### src/rtl/bram_stream_reader.sv
// Reads the circular capture BRAM behind the writer and streams fixed-size packets over AXI4-Stream.
// Optional sticky lap alarm: define READER_OVERRUN_DETECT_EN.
module bram_stream_reader #(
  parameter int BRAM_ADDR_WIDTH  = 16,
  parameter int BRAM_DEPTH_WORDS = 16384,
  parameter int PACKET_WORDS     = 144,
  parameter int OUT_BUF_DEPTH    = 4
) (
  input  logic                       clk,
  input  logic                       rst,
  input  logic                       enable,
  input  logic [13:0]                wr_addr,
  output logic                       bram_clk,
  output logic                       bram_rst,
  output logic [BRAM_ADDR_WIDTH-1:0] bram_addr,
  output logic [31:0]                bram_din,
  output logic [3:0]                 bram_we,
  output logic                       bram_en,
  input  logic [31:0]                bram_dout,
  output logic [31:0]                m_axis_tdata,
  output logic                       m_axis_tvalid,
  input  logic                       m_axis_tready,
  output logic                       m_axis_tlast,
  output logic [13:0]                rd_addr_o,
  output logic [14:0]                words_available,
  output logic [31:0]                packets_sent,
  output logic                       busy,
  output logic                       overrun
);

  localparam int CW = $clog2(PACKET_WORDS + 1);
  localparam int PW = $clog2(OUT_BUF_DEPTH);
  localparam int OW = $clog2(OUT_BUF_DEPTH + 1);

  typedef enum logic [1:0] {IDLE, READ, DRAIN} state_t;

  state_t          state, state_next;
  logic [13:0]     rd_addr;
  logic [CW-1:0]   issue_cnt;
  logic            inflight, inflight_last;
  logic [31:0]     buf_data [OUT_BUF_DEPTH];
  logic            buf_last [OUT_BUF_DEPTH];
  logic [PW-1:0]   head, tail;
  logic [OW-1:0]   occ;
  logic            issue, pop, push;
  logic [OW:0]     used;
  logic [14:0]     wr_ext, rd_ext, wa_next;

  assign bram_clk      = clk;
  assign bram_rst      = rst;
  assign bram_addr     = BRAM_ADDR_WIDTH'({rd_addr, 2'b00});
  assign bram_din      = 32'd0;
  assign bram_we       = 4'd0;
  assign bram_en       = issue;
  assign rd_addr_o     = rd_addr;
  assign m_axis_tvalid = (occ != '0);
  assign m_axis_tdata  = buf_data[head];
  assign m_axis_tlast  = buf_last[head];
  assign busy          = (state != IDLE) || (occ != '0);

  assign pop  = m_axis_tvalid & m_axis_tready;
  assign push = inflight;
  // Slots committed after this cycle; a pop frees its slot for an issue in the same cycle.
  assign used = {1'b0, occ} + {{OW{1'b0}}, inflight} - {{OW{1'b0}}, pop};

  assign wr_ext  = {1'b0, wr_addr};
  assign rd_ext  = {1'b0, rd_addr};
  assign wa_next = (wr_ext >= rd_ext) ? (wr_ext - rd_ext)
                                      : (wr_ext + 15'(BRAM_DEPTH_WORDS) - rd_ext);

  always_comb begin
    state_next = state;
    issue      = 1'b0;
    case (state)
      IDLE: if (enable && words_available >= 15'(PACKET_WORDS)) state_next = READ;
      READ: begin
        if (issue_cnt < CW'(PACKET_WORDS) && used < (OW+1)'(OUT_BUF_DEPTH)) issue = 1'b1;
        if (issue && issue_cnt == CW'(PACKET_WORDS - 1)) state_next = DRAIN;
      end
      DRAIN: if (pop && m_axis_tlast) state_next = IDLE;
      default: state_next = IDLE;
    endcase
  end

  always_ff @(posedge clk or posedge rst) begin
    if (rst) begin
      state           <= IDLE;
      rd_addr         <= '0;
      issue_cnt       <= '0;
      inflight        <= 1'b0;
      inflight_last   <= 1'b0;
      words_available <= '0;
      packets_sent    <= '0;
    end else begin
      state           <= state_next;
      words_available <= wa_next;
      inflight        <= issue;
      inflight_last   <= issue && (issue_cnt == CW'(PACKET_WORDS - 1));
      if (state == IDLE && state_next == READ) issue_cnt <= '0;
      else if (issue)                          issue_cnt <= issue_cnt + CW'(1);
      if (issue) rd_addr <= (rd_addr == 14'(BRAM_DEPTH_WORDS - 1)) ? '0 : rd_addr + 14'd1;
      if (state == DRAIN && pop && m_axis_tlast) packets_sent <= packets_sent + 32'd1;
    end
  end

  always_ff @(posedge clk or posedge rst) begin
    if (rst) begin
      head <= '0;
      tail <= '0;
      occ  <= '0;
      for (int i = 0; i < OUT_BUF_DEPTH; i++) begin
        buf_data[i] <= '0;
        buf_last[i] <= 1'b0;
      end
    end else begin
      if (push) begin
        buf_data[tail] <= bram_dout;
        buf_last[tail] <= inflight_last;
        tail <= (tail == PW'(OUT_BUF_DEPTH - 1)) ? '0 : tail + PW'(1);
      end
      if (pop) head <= (head == PW'(OUT_BUF_DEPTH - 1)) ? '0 : head + PW'(1);
      occ <= occ + OW'(push) - OW'(pop);
    end
  end

`ifdef READER_OVERRUN_DETECT_EN
  // Writer within one packet of lapping the reader; held until reset.
  always_ff @(posedge clk or posedge rst) begin
    if (rst)                                                               overrun <= 1'b0;
    else if (words_available >= 15'(BRAM_DEPTH_WORDS - PACKET_WORDS)) overrun <= 1'b1;
  end
`else
  assign overrun = 1'b0;
`endif

endmodule

### config.mk
export PLATFORM = sky130hd
export DESIGN_NAME = bram_stream_reader
export DESIGN_NICKNAME = d
export VERILOG_FILES = /design/src/rtl/bram_stream_reader.sv
export SDC_FILE = /design/constraint.sdc
export NUM_CORES = 1
export LEC_CHECK = 0
export ABC_CLOCK_PERIOD_IN_PS = 14850
export CAP_MARGIN = 40
export CORE_UTILIZATION = 56
export DETAILED_ROUTE_END_ITERATION = 8
export PLACE_DENSITY = 0.88
export SKIP_LAST_GASP = 1
export SYNTH_ARGS = -nofsm -noshare
export SYNTH_HDL_FRONTEND = slang
export SYNTH_SLANG_ARGS = --single-unit
### constraint.sdc
create_clock -name clk -period 14.85 [get_ports clk]
set_input_delay 2.2275 -clock clk [delete_from_list [all_inputs] [get_ports clk]]
set_output_delay 2.2275 -clock clk [all_outputs]
set_load 0.005 [all_outputs]
* Word-level counts from Yosys, hierarchy flattened
Index checks and enable logic that the tools add are counted.
Word-level totals: flip-flop bits (word level) 212, bits of input ports 50, output and inout bits 152, logic and storage cells 86
Operators by class: $add $sub $neg 12, $lt $le $gt $ge 7, equality and inequality tests 7, multiplexer cells 25, bitwise operators 3, reductions and logical operators 14
Operators by type and width (number):
- 128-bit bitwise mux | 1
- 32-bit 2-to-1 mux | 3
- 32-bit binary-select mux with 2-bit select | 1
- 32-bit demux with 2-bit select | 1
- 32-bit by 1-bit adder with 32-bit output (second input constant) | 1
- 8-bit 2-to-1 mux | 2
- 14-bit by 15-bit adder with 15-bit output (second input constant) | 1
- 15-bit by 8-bit >= comparator with 1-bit output (second input constant) | 1
- 15-bit 2-to-1 mux | 1
- 14-bit by 14-bit subtractor with 15-bit output | 1
- 15-bit by 14-bit subtractor with 15-bit output | 1
- 14-bit by 1-bit adder with 14-bit output (second input constant) | 1
- 14-bit equality test (second input constant) | 1
- 14-bit >= comparator | 1
- 14-bit 2-to-1 mux | 1
- 2-bit 2-to-1 mux | 5
- 1-bit logical AND | 9
- 8-bit by 1-bit adder with 8-bit output (second input constant) | 1
- 8-bit equality test (second input constant) | 1
- 8-bit < comparator (second input constant) | 1
- 2-bit equality test (second input constant) | 3
- 3-bit >= comparator (second input constant) | 2
- 1-bit 2-to-1 mux | 6
- 2-bit inverter with 3-bit output | 2
- other kinds (17) | 20

* Logic depth before layout (Yosys ltp)
Gate-level depths: netlist of run 1.
depth in word-level cells 13, depth in mapped cells 14, mapped depth without buffers 11

==> results of run 1 <==
## state kept, by name, summed over array words and instances, names as in the netlist
| signal | cells |
|---|---|
| inflight | 1 |
| buf_data | 128 |
| inflight_last | 1 |
| tail | 2 |
| state | 2 |
| rd_addr_o | 14 |
| buf_last | 4 |
| occ | 3 |
| head | 2 |
| packets_sent | 32 |
| issue_cnt | 8 |
| words_available | 15 |
## critical path, delay by kind of cell
kind / cells / cell delay [ns]
buffers and inverters: 3 / 0.68
## synth_stat cells, types with 4 or more instances
master	n
nor2_1	12
o21ai_0	21
nand2_1	40
clkbuf_1	5
a21oi_1	11
xor2_1	9
buf_4	55
nand4_1	14
mux4_2	33
o31ai_1	4
nor3_1	5
xnor2_1	45
a21o_1	9
and3_1	14
nor4_1	4
nand3_1	29
buf_2	4
dfrtp_1	212
a31oi_1	6
buf_1	16
inv_1	30
mux2_2	133
ha_1	25
nor2b_1	6
## placed cells by master (no fill, tap or decap), types with 3 or more instances in the layout
cell,synthesis,final
mux2_2,133,133
o31ai_1,4,4
or4_1,3,3
nand3_1,29,29
nand4_1,14,14
mux4_2,33,33
a21o_1,9,9
a21oi_1,11,11
nor2_1,12,12
o21ai_0,21,21
xor2_1,9,9
a31oi_1,6,6
clkbuf_8,0,9
ha_1,25,25
o21a_1,3,3
buf_4,55,7
nor2b_1,6,6
and3_1,14,14
conb_1,1,39
clkbuf_16,0,25
dfrtp_1,212,211
clkdlybuf4s50_1,0,162
and4_1,3,3
or3_1,3,3
nand2_2,3,3
clkbuf_1,5,5
xnor2_1,45,45
nand2_1,40,40
inv_1,30,29
nor3_1,5,5
nor4_1,4,4
## layer usage
metal	routed length (um)	part of all wire, %	up-vias
met4	311	1.5	0
li1	-	-	3048
met2	10600	50	183
met3	1210	5.7	31
met1	9200	43	3323
met5	0	0	-
## area by class of cell
| type | instances | area (sq um) | share of cell area, % |
|---|---|---|---|
| clock buffer | 40 | 778 | 6.13 |
| tap | 229 | 287 | 2.26 |
| inverter | 30 | 120 | 0.946 |
| timing repair buffer | 170 | 1720 | 13.5 |
| sequential | 212 | 5310 | 41.8 |
| multi-input combinational | 499 | 4430 | 34.9 |
| clock inverter | 4 | 58.8 | 0.463 |
## worst paths after layout
kind,from,end,slack [ns],depth (start not counted)
max,clk,bram_clk,4.52,3
min,packets_sent[31],packets_sent[31],0.47,1
max reg2reg,occ[2],rd_addr_o[5],11.13,11
min reg2reg,packets_sent[31],packets_sent[31],0.47,1
max in group asynchronous,rst,rd_addr_o[3],11.46,5
min in group asynchronous,rst,buf_data[112],2.07,2
## through the flow
stage               std cells  util (%)
detailed placement       1141      66.1
floorplan                 824         -
finish                   1184      70.7
global route             1184      70.7
global placement         1139      65.8
CTS                      1184      70.7
## power by group through the flow
stage | combinational (W) | clock (W) | sequential (W)
2_1_floorplan | 0.000227 | 0.00000437 | 0.000630
3_3_place_gp | 0.000365 | 0.00000567 | 0.000644
3_5_place_dp | 0.000374 | 0.00000567 | 0.000647
4_1_cts | 0.000377 | 0.000615 | 0.000637
5_1_grt | 0.000403 | 0.000639 | 0.000641
6_report | 0.000371 | 0.000602 | 0.000636
## cells by family after synthesis
kind of cell               after synthesis
DFF                                    212
muxes                                  167
and+or+nand+nor                        146
buffers and inverters                  113
AOI/OAI and AO/OA                       66
xor gates and xnor gates                54
adders and majority gates               27
other                                    1
==> results by group, run 1 <==
Timing
  • Worst Skew: between 0.008 and 0.009 ns
  • Worst Max-Slew Pin Slew: 0.556 ns
  • Setup violators final: 0
  • Final hold violation count: 0
  • Setup TNS: 0 ns
  • PnR worst setup slack: around 4.5 ns
  • Max-slew violation count: 0
  • Worst slew margin: between 60 and 70%
  • WHS: roughly 0.47 ns
  • RSZ-0062 raised after global routing: false

Clock tree
  • Post-CTS resize count: 0
  • CTS Hold Buffers Added: 0
  • Number of setup buffers added after CTS: 0
  • Clock-pin slew on the worst setup and hold paths: approximately 0.060 ns
  • Worst-Skew Late Latency: about 0.61 ns
  • CTS tree: yes

Synth
  • Register area share after synthesis: around 52%
  • Synth Area in XOR/XNOR: 4.61%
  • Synthesized area: 10300 sq um
  • Simple-Gate Fraction of Synth Area: under 10%
  • Synthesized instance count: a little under 800
  • Post-synthesis mux area share: between 20 and 25%
  • Post-synthesis cell type count: 51
  • Top cell type's share of synthesized area: ~52%
  • Yosys Warn Count: 0
  • Synth area leaders: dfrtp_1 52%, mux2_2 15%, mux4_2 7.2%, buf_4 4.0%, xnor2_1 3.8%
  • FFs w/ async S/R, synth: 100%
  • Primary FF master, synth: dfrtp_1
  • Post-Synth Adder-Cell Area: around 3.4%
  • Compound-Gate Fraction of Synth Area: under 10%
  • Syn avg cell area: about 13 sq um
  • EDFF count, synth: 0
  • Area leader, netlist: dfrtp_1
  • Synthesized flop and latch total: roughly 210
  • Largest family of logic cells by synthesized area: multiplexers

Pwr
  • Switch share: 25.1%
  • Pint: 0.00121 W
  • Switching power: between 0.0004 and 0.0005 W
  • Combinational share of power: between 20 and 25%
  • Pwr per Cell Area: around 130 nW/um^2
  • Power Total: approximately 0.0016 W
  • Clock share of power: 37.4%
  • Pleak: around 5.4 nW
  • Register share of total power: ~40%
  • Maximum vdd ir drop: around 0.11 mV

Global routing
  • Gr usage total: a little under a quarter
  • Vias in the first global route: about 6800
  • Largest net degree at the start of global routing: 80
  • Global-route wire length before repair: 34.6 mm
  • GRT overflow: 0
  • Gr busiest metal: met2
  • Global-route track usage on met2: between 30% and 40%
  • Met1 Usage GRT: between 30% and 40%
  • Met3 global-route usage: 5.45%
  • Number of antenna violations at the first check in global routing: 0

Outcome
  • Status: complete, no violations

Setup path
  • Slowest stage cell, crit path: clkdlybuf4s50_1
  • Critical Setup Path Class: clock port to primary output
  • Worst EP arrival: 8.10 ns
  • CP required: about 13 ns
  • Crit-path max FO: 2
  • CP cell instances: clkbuf_16 -> clkbuf_16 -> clkdlybuf4s50_1
  • CP most frequent cell: clkbuf_16
  • Crit. End Element: primary output
  • CP peak stage delay: 0.43 ns
  • Critical Path Start Type: clock port

Layout
  • Fillers: about 1200
  • Ant diodes: 0
  • Share of layout cells above drive strength 1: about a quarter
  • Nets: 1016
  • Design Area, Final: around 13000 sq um
  • Synth-to-Final Area Change: 23.9%

Job
  • Max Cap Viol: 0

Place
  • Pre-CTS setup slack: roughly 4.8 ns
  • DP Area: approximately 12000 sq um
  • Final Wtd Congestion: about 0.82
  • Detail Placement HPWL: ~14 mm
  • Port bufs: 162

Drt
  • DR vias: 6585
  • DR pass1 iterations: 6
  • Overall routed net length: about 21 mm
  • Routed vias/inst: between 5 and 6
  • Drt first-iter violations: 272
  • DRC Markers: 0
  • Routed Antenna Nets: 0
  • Routed length per instance: ~18 um

Floorplan
  • Die height: ~140 um
  • Row count: 49
  • Initial Util: a little under three fifths
  • Core area: roughly 18000 sq um
  • Die Width: 137 um
  • Io pins: 202
  • Die area: 18900 sq um

Hold path
  • Hold Crit Class: register to register
Power figures use the tool's default switching activity.
==> run 2, diff against run 1 <==
--- a/config.mk
+++ b/config.mk
@@ -5,11 +5,11 @@
 export SDC_FILE = /design/constraint.sdc
 export NUM_CORES = 1
 export LEC_CHECK = 0
-export ABC_CLOCK_PERIOD_IN_PS = 14850
+export ABC_CLOCK_PERIOD_IN_PS = 8900
 export CAP_MARGIN = 40
-export CORE_UTILIZATION = 56
+export CORE_UTILIZATION = 47
 export DETAILED_ROUTE_END_ITERATION = 8
-export PLACE_DENSITY = 0.88
+export PLACE_DENSITY = 0.79
 export SKIP_LAST_GASP = 1
 export SYNTH_ARGS = -nofsm -noshare
 export SYNTH_HDL_FRONTEND = slang
==> constraint.sdc (replaced) <==
create_clock -name clk -period 8.9 [get_ports clk]
set_input_delay 1.335 -clock clk [delete_from_list [all_inputs] [get_ports clk]]
set_output_delay 1.335 -clock clk [all_outputs]
set_load 0.005 [all_outputs]
==> results by group, run 2 (synthesis gave the netlist of run 1 again) <==
Outcome
  • Status: complete, no violations

Floorplan
  • Initial Util: 48.3%
  • Core area: roughly 21000 sq um
  • Die Width: about 150 um
  • Row count: between 50 and 60
  • Die area: ~22000 sq um
  • Io pins: approximately 200
  • Die height: about 150 um

Layout
  • Most frequent cells in the layout: 210 x dfrtp_1, 162 x clkdlybuf4s50_1, 133 x mux2_2
  • Design Area, Final: roughly 13000 sq um
  • Top Registers: buf_data: 128 flops, packets_sent: 32 flops, words_available: 15 flops
  • Ant diodes: 0
  • Share of layout cells above drive strength 1: between 20% and 30%
  • Max reg flops: about 130
  • Nets: 1017
  • Fillers: ~1700
  • Finished Core Util: between 60 and 70%
  • Most common cell after layout, fill and taps aside: dfrtp_1
  • Synth-to-Final Area Change: 25.6%
  • Reg with most FFs: buf_data

Pwr
  • Register share of total power: 38.1%
  • Switching power: about 0.0007 W
  • Pleak: 5.48 nW
  • Switch share: 24.8%
  • Pint: slightly above 0.002 W
  • Pwr per Cell Area: around 210 nW/um^2
  • Maximum vdd ir drop: 0.137 mV
  • Combinational share of power: a little under a quarter
  • Clock share of power: around two fifths

Timing
  • Max-slew violation count: 0
  • WHS: between 0.4 and 0.5 ns
  • Final hold violation count: 0
  • Setup violators final: 0
  • Worst Skew: about 0.0086 ns
  • RSZ-0062 raised after global routing: false
  • Worst slew margin: 50.6%
  • PnR worst setup slack: between 2 and 2.5 ns
  • Worst Max-Slew Pin Slew: 0.741 ns
  • Setup TNS: 0 ns

Place
  • DP Area: 12000 sq um
  • Detail Placement HPWL: 14.2 mm
  • Final Wtd Congestion: 0.798
  • Port bufs: 162
  • Pre-CTS setup slack: roughly 2.7 ns

Setup path
  • CP cell instances: clkbuf_16 -> clkbuf_16 -> clkdlybuf4s50_1
  • Critical Path Start Type: clock port
  • Worst EP arrival: 5.12 ns
  • CP most frequent cell: clkbuf_16
  • Crit. End Element: primary output
  • CP required: ~7.6 ns
  • CP peak stage delay: ~0.43 ns
  • Slowest stage cell, crit path: clkdlybuf4s50_1
  • Crit-path max FO: 2
  • Critical Setup Path Class: clock port to primary output

Clock tree
  • CTS Hold Buffers Added: 0
  • Clock-pin slew on the worst setup and hold paths: ~0.060 ns
  • CTS tree: yes
  • Worst-Skew Late Latency: 0.61 ns
  • Post-CTS resize count: 0
  • Number of setup buffers added after CTS: 0

Global routing
  • Global-route wire length before repair: 34.7 mm
  • Number of antenna violations at the first check in global routing: 0
  • Largest net degree at the start of global routing: 90
  • Gr usage total: between 15 and 20%
  • Vias in the first global route: 6617
  • GRT overflow: 0

Drt
  • DR pass1 iterations: 4
  • Routed length per instance: ~17 um
  • Overall routed net length: 21.4 mm
  • Drt first-iter violations: 230
  • DR vias: 6508
  • Routed Antenna Nets: 0
  • DRC Markers: 0
  • Routed vias/inst: between 5 and 6

Hold path
  • Hold Crit Class: register to register

Job
  • Max Cap Viol: 0
## run 2: area by class of cell
cell class / instances / area, sq um / share of cell area (%)
Clock inverter: 8 / 119 / 0.923
Inverter: 30 / 120 / 0.933
Sequential cell: 212 / 5310 / 41.2
Multi-Input combinational cell: 499 / 4440 / 34.5
Timing Repair Buffer: 170 / 1800 / 13.9
Clock buffer: 37 / 748 / 5.81
Tap cell: 275 / 344 / 2.67
## run 2: final timing paths
| kind | from | end | slack [ns] | depth (start not counted) |
|---|---|---|---|---|
| setup / recovery | clk | bram_clk | 2.44 | 3 |
| hold / removal | packets_sent[31] | packets_sent[31] | 0.49 | 1 |
| setup reg to reg | occ[2] | rd_addr_o[11] | 5.15 | 11 |
| hold reg to reg | packets_sent[31] | packets_sent[31] | 0.49 | 1 |
| max in group asynchronous | rst | head[1] | 6.26 | 5 |
| min in group asynchronous | rst | buf_data[106] | 1.15 | 2 |
## run 2: per-layer routing
layer  vias up  global-route usage [%]  wire, um
met1      3290                    26.2      9480
li1       3033                       -         -
met3        22                    4.82      1210
met4         0                    3.54       203
met2       163                    32.8     10500
met5         -                       0         0
## run 2: power groups by stage
stage,logic (W),registers (W),clock network [W]
6_report,0.000646,0.00104,0.00105
5_1_grt,0.000702,0.00105,0.00112
3_5_place_dp,0.000652,0.00106,0.00000946
2_1_floorplan,0.000379,0.00105,0.00000728
4_1_cts,0.000660,0.00104,0.00108
3_3_place_gp,0.000597,0.00109,0.00000946
## run 2: worst max-delay path: cells and delay by family
| kind | cells | cell delay [ns] |
|---|---|---|
| buffers and inverters | 3 | 0.68 |
## run 2: through the flow
stage          total power, W  instances
2_1_floorplan         0.00144        824
3_3_place_gp          0.00170       1180
3_5_place_dp          0.00172       1187
4_1_cts               0.00278       1231
5_1_grt               0.00287       1231
6_report              0.00274       1231
==> run 3, diff against run 2 <==
--- a/config.mk
+++ b/config.mk
@@ -5,7 +5,7 @@
 export SDC_FILE = /design/constraint.sdc
 export NUM_CORES = 1
 export LEC_CHECK = 0
-export ABC_CLOCK_PERIOD_IN_PS = 8900
+export ABC_CLOCK_PERIOD_IN_PS = 5400
 export CAP_MARGIN = 40
 export CORE_UTILIZATION = 47
 export DETAILED_ROUTE_END_ITERATION = 8
==> constraint.sdc (replaced) <==
create_clock -name clk -period 5.4 [get_ports clk]
set_input_delay 0.81 -clock clk [delete_from_list [all_inputs] [get_ports clk]]
set_output_delay 0.81 -clock clk [all_outputs]
set_load 0.005 [all_outputs]
==> results by group, run 3 (synthesis gave the netlist of run 1 again) <==
Drt
  • DR vias: 6497
  • DR pass1 iterations: 4
  • DRC Markers: 0
  • Overall routed net length: 21.3 mm
  • Routed vias/inst: 5.27
  • Drt first-iter violations: between 150 and 200
  • Routed length per instance: about 17 um
  • Routed Antenna Nets: 0

Clock tree
  • CTS tree: yes
  • Number of setup buffers added after CTS: 0
  • CTS Hold Buffers Added: 0
  • Clock-pin slew on the worst setup and hold paths: about 0.06 ns
  • Worst-Skew Late Latency: 0.62 ns
  • Post-CTS resize count: 0

Setup path
  • Crit. End Element: primary output
  • Reg2reg path depth: 11
  • Buf/Inv on CP: 2
  • Delay-heaviest family, CP: simple AND/OR/NAND/NOR gates
  • Worst setup startpoint: occ[2]
  • CP endpoint: bram_en
  • CP cell instances: or3_1 -> nand3_1 -> o21ai_0 -> ha_1 -> fa_1 -> nor3_1 -> a31oi_1 -> or2_1 -> inv_1 -> clkdlybuf4s50_1
  • Slowest stage cell, crit path: clkdlybuf4s50_1
  • CP peak stage delay: around 0.50 ns
  • Critical Path Start Type: register
  • Worst R2R Setup Slack: just over 2 ns
  • Worst R2R Start: occ[2]
  • Worst EP arrival: 3.71 ns
  • CP required: ~4.6 ns
  • Critical Setup Path Class: register to primary output
  • R2r endpoint: issue_cnt[4]
  • Crit-path max FO: 7
  • Crit path depth: 10

Layout
  • Finished Core Util: between 60% and 70%
  • Reg with most FFs: buf_data
  • Most common cell after layout, fill and taps aside: dfrtp_1
  • Max reg flops: 128
  • Most frequent cells in the layout: 211 x dfrtp_1, 162 x clkdlybuf4s50_1, 133 x mux2_2
  • Final non-filler cell total: 1232
  • Nets: 1019
  • Top Registers: buf_data: 128 flops, packets_sent: 32 flops, words_available: 15 flops
  • Synth-to-Final Area Change: 25.0%
  • Fillers: 1683
  • Ant diodes: 0
  • Design Area, Final: ~13000 sq um
  • Share of layout cells above drive strength 1: roughly a quarter

Floorplan
  • Initial Util: 48.3%
  • Die Width: ~150 um
  • Core area: about 21000 sq um
  • Die area: about 22000 sq um
  • Die height: around 150 um
  • Io pins: 202
  • Row count: 53

Pwr
  • Pwr per Cell Area: about 350 nW/um^2
  • Maximum vdd ir drop: about 0.22 mV
  • Pleak: around 5.5 nW
  • Power Total: ~0.0044 W

Global routing
  • Gr busiest metal: met2
  • GRT overflow: 0
  • Met1 Usage GRT: between 20% and 30%
  • Vias in the first global route: ~6700
  • Met3 global-route usage: under 10%
  • Largest net degree at the start of global routing: ~120
  • Number of antenna violations at the first check in global routing: 0
  • Global-route track usage on met2: 32.5%
  • Global-route wire length before repair: roughly 35 mm
  • Gr usage total: 19.8%

Timing
  • Max-slew violation count: 0
  • Final hold violation count: 0
  • RSZ-0062 raised after global routing: false
  • Worst slew margin: between 40 and 50%
  • Tcrit/Tclk final: a little over four fifths
  • Tmin final: 4.52 ns
  • Setup TNS: 0 ns
  • Worst Max-Slew Pin Slew: 0.794 ns
  • F_max: ~220 MHz
  • Worst Skew: around 0.013 ns
  • Setup violators final: 0

Place
  • Placed Cells: ~1200
  • DP Area: approximately 12000 sq um
  • Port bufs: ~160
  • Detail Placement HPWL: 14.4 mm
  • Final Wtd Congestion: ~0.8

Hold path
  • Hold Crit Class: register to register

Job
  • Max Cap Viol: 0

Outcome
  • Status: complete, no violations
run 3: cell types whose count changed in the layout (fill, tap and decap cells not counted), sizes merged:
cell	change
clkinvlp	+2
clkbuf	-1
clkinv	+1
bufinv	-2
inv	-1
buf	+2
run 3: worst reg2reg max path: stages (launching register included):
cell,delay [ns]
dfrtp_1,0.44
or3_1,0.47
nand3_1,0.19
o21ai_0,0.13
ha_1,0.24
fa_1,0.42
nor3_1,0.20
a31oi_1,0.13
or2_1,0.31
buf_4,0.19
or4_1,0.47
nand2_1,0.09
run 3: routing by layer:
metal	part of all wire [%]	vias up
met5	0	-
met4	1.6	0
met3	5.3	28
met2	49	143
met1	44	3302
li1	-	3024
run 3: per-stage QoR:
step | setup WS (ns) | hold slack (ns)
floorplan | 1.78 | 0.466
global placement | 1.18 | 0.462
detailed placement | 1.11 | 0.486
CTS | 0.860 | 0.497
global route | 0.699 | 0.509
finish | 0.877 | 0.481
run 3: worst min-delay path by stage:
stage,start,endpoint,slack (ns),cells past startpoint
4_1_cts,packets_sent[14],packets_sent[14],0.50,1
2_1_floorplan,issue_cnt[2],issue_cnt[2],0.47,1
6_report,packets_sent[31],packets_sent[31],0.48,1
3_3_place_gp,packets_sent[31],packets_sent[31],0.46,1
5_1_grt,buf_last[1],buf_last[1],0.51,1
3_5_place_dp,packets_sent[31],packets_sent[31],0.49,1
run 3: layout make-up:
| cell class | count | area (sq um) | share of cell area [%] |
|---|---|---|---|
| sequential | 212 | 5310 | 41.4 |
| multi-input combinational | 499 | 4440 | 34.7 |
| timing repair buffer | 172 | 1780 | 13.9 |
| clock buffer | 36 | 754 | 5.88 |
| tap | 275 | 344 | 2.68 |
| inverter | 30 | 116 | 0.908 |
| clock inverter | 8 | 71.3 | 0.556 |
run 3: report_power, final:
group          switching [W]  internal (W)  total [W]
Combinational       0.000392      0.000615    0.00101
Clock               0.000638       0.00102    0.00165
Sequential         0.0000939       0.00167    0.00176
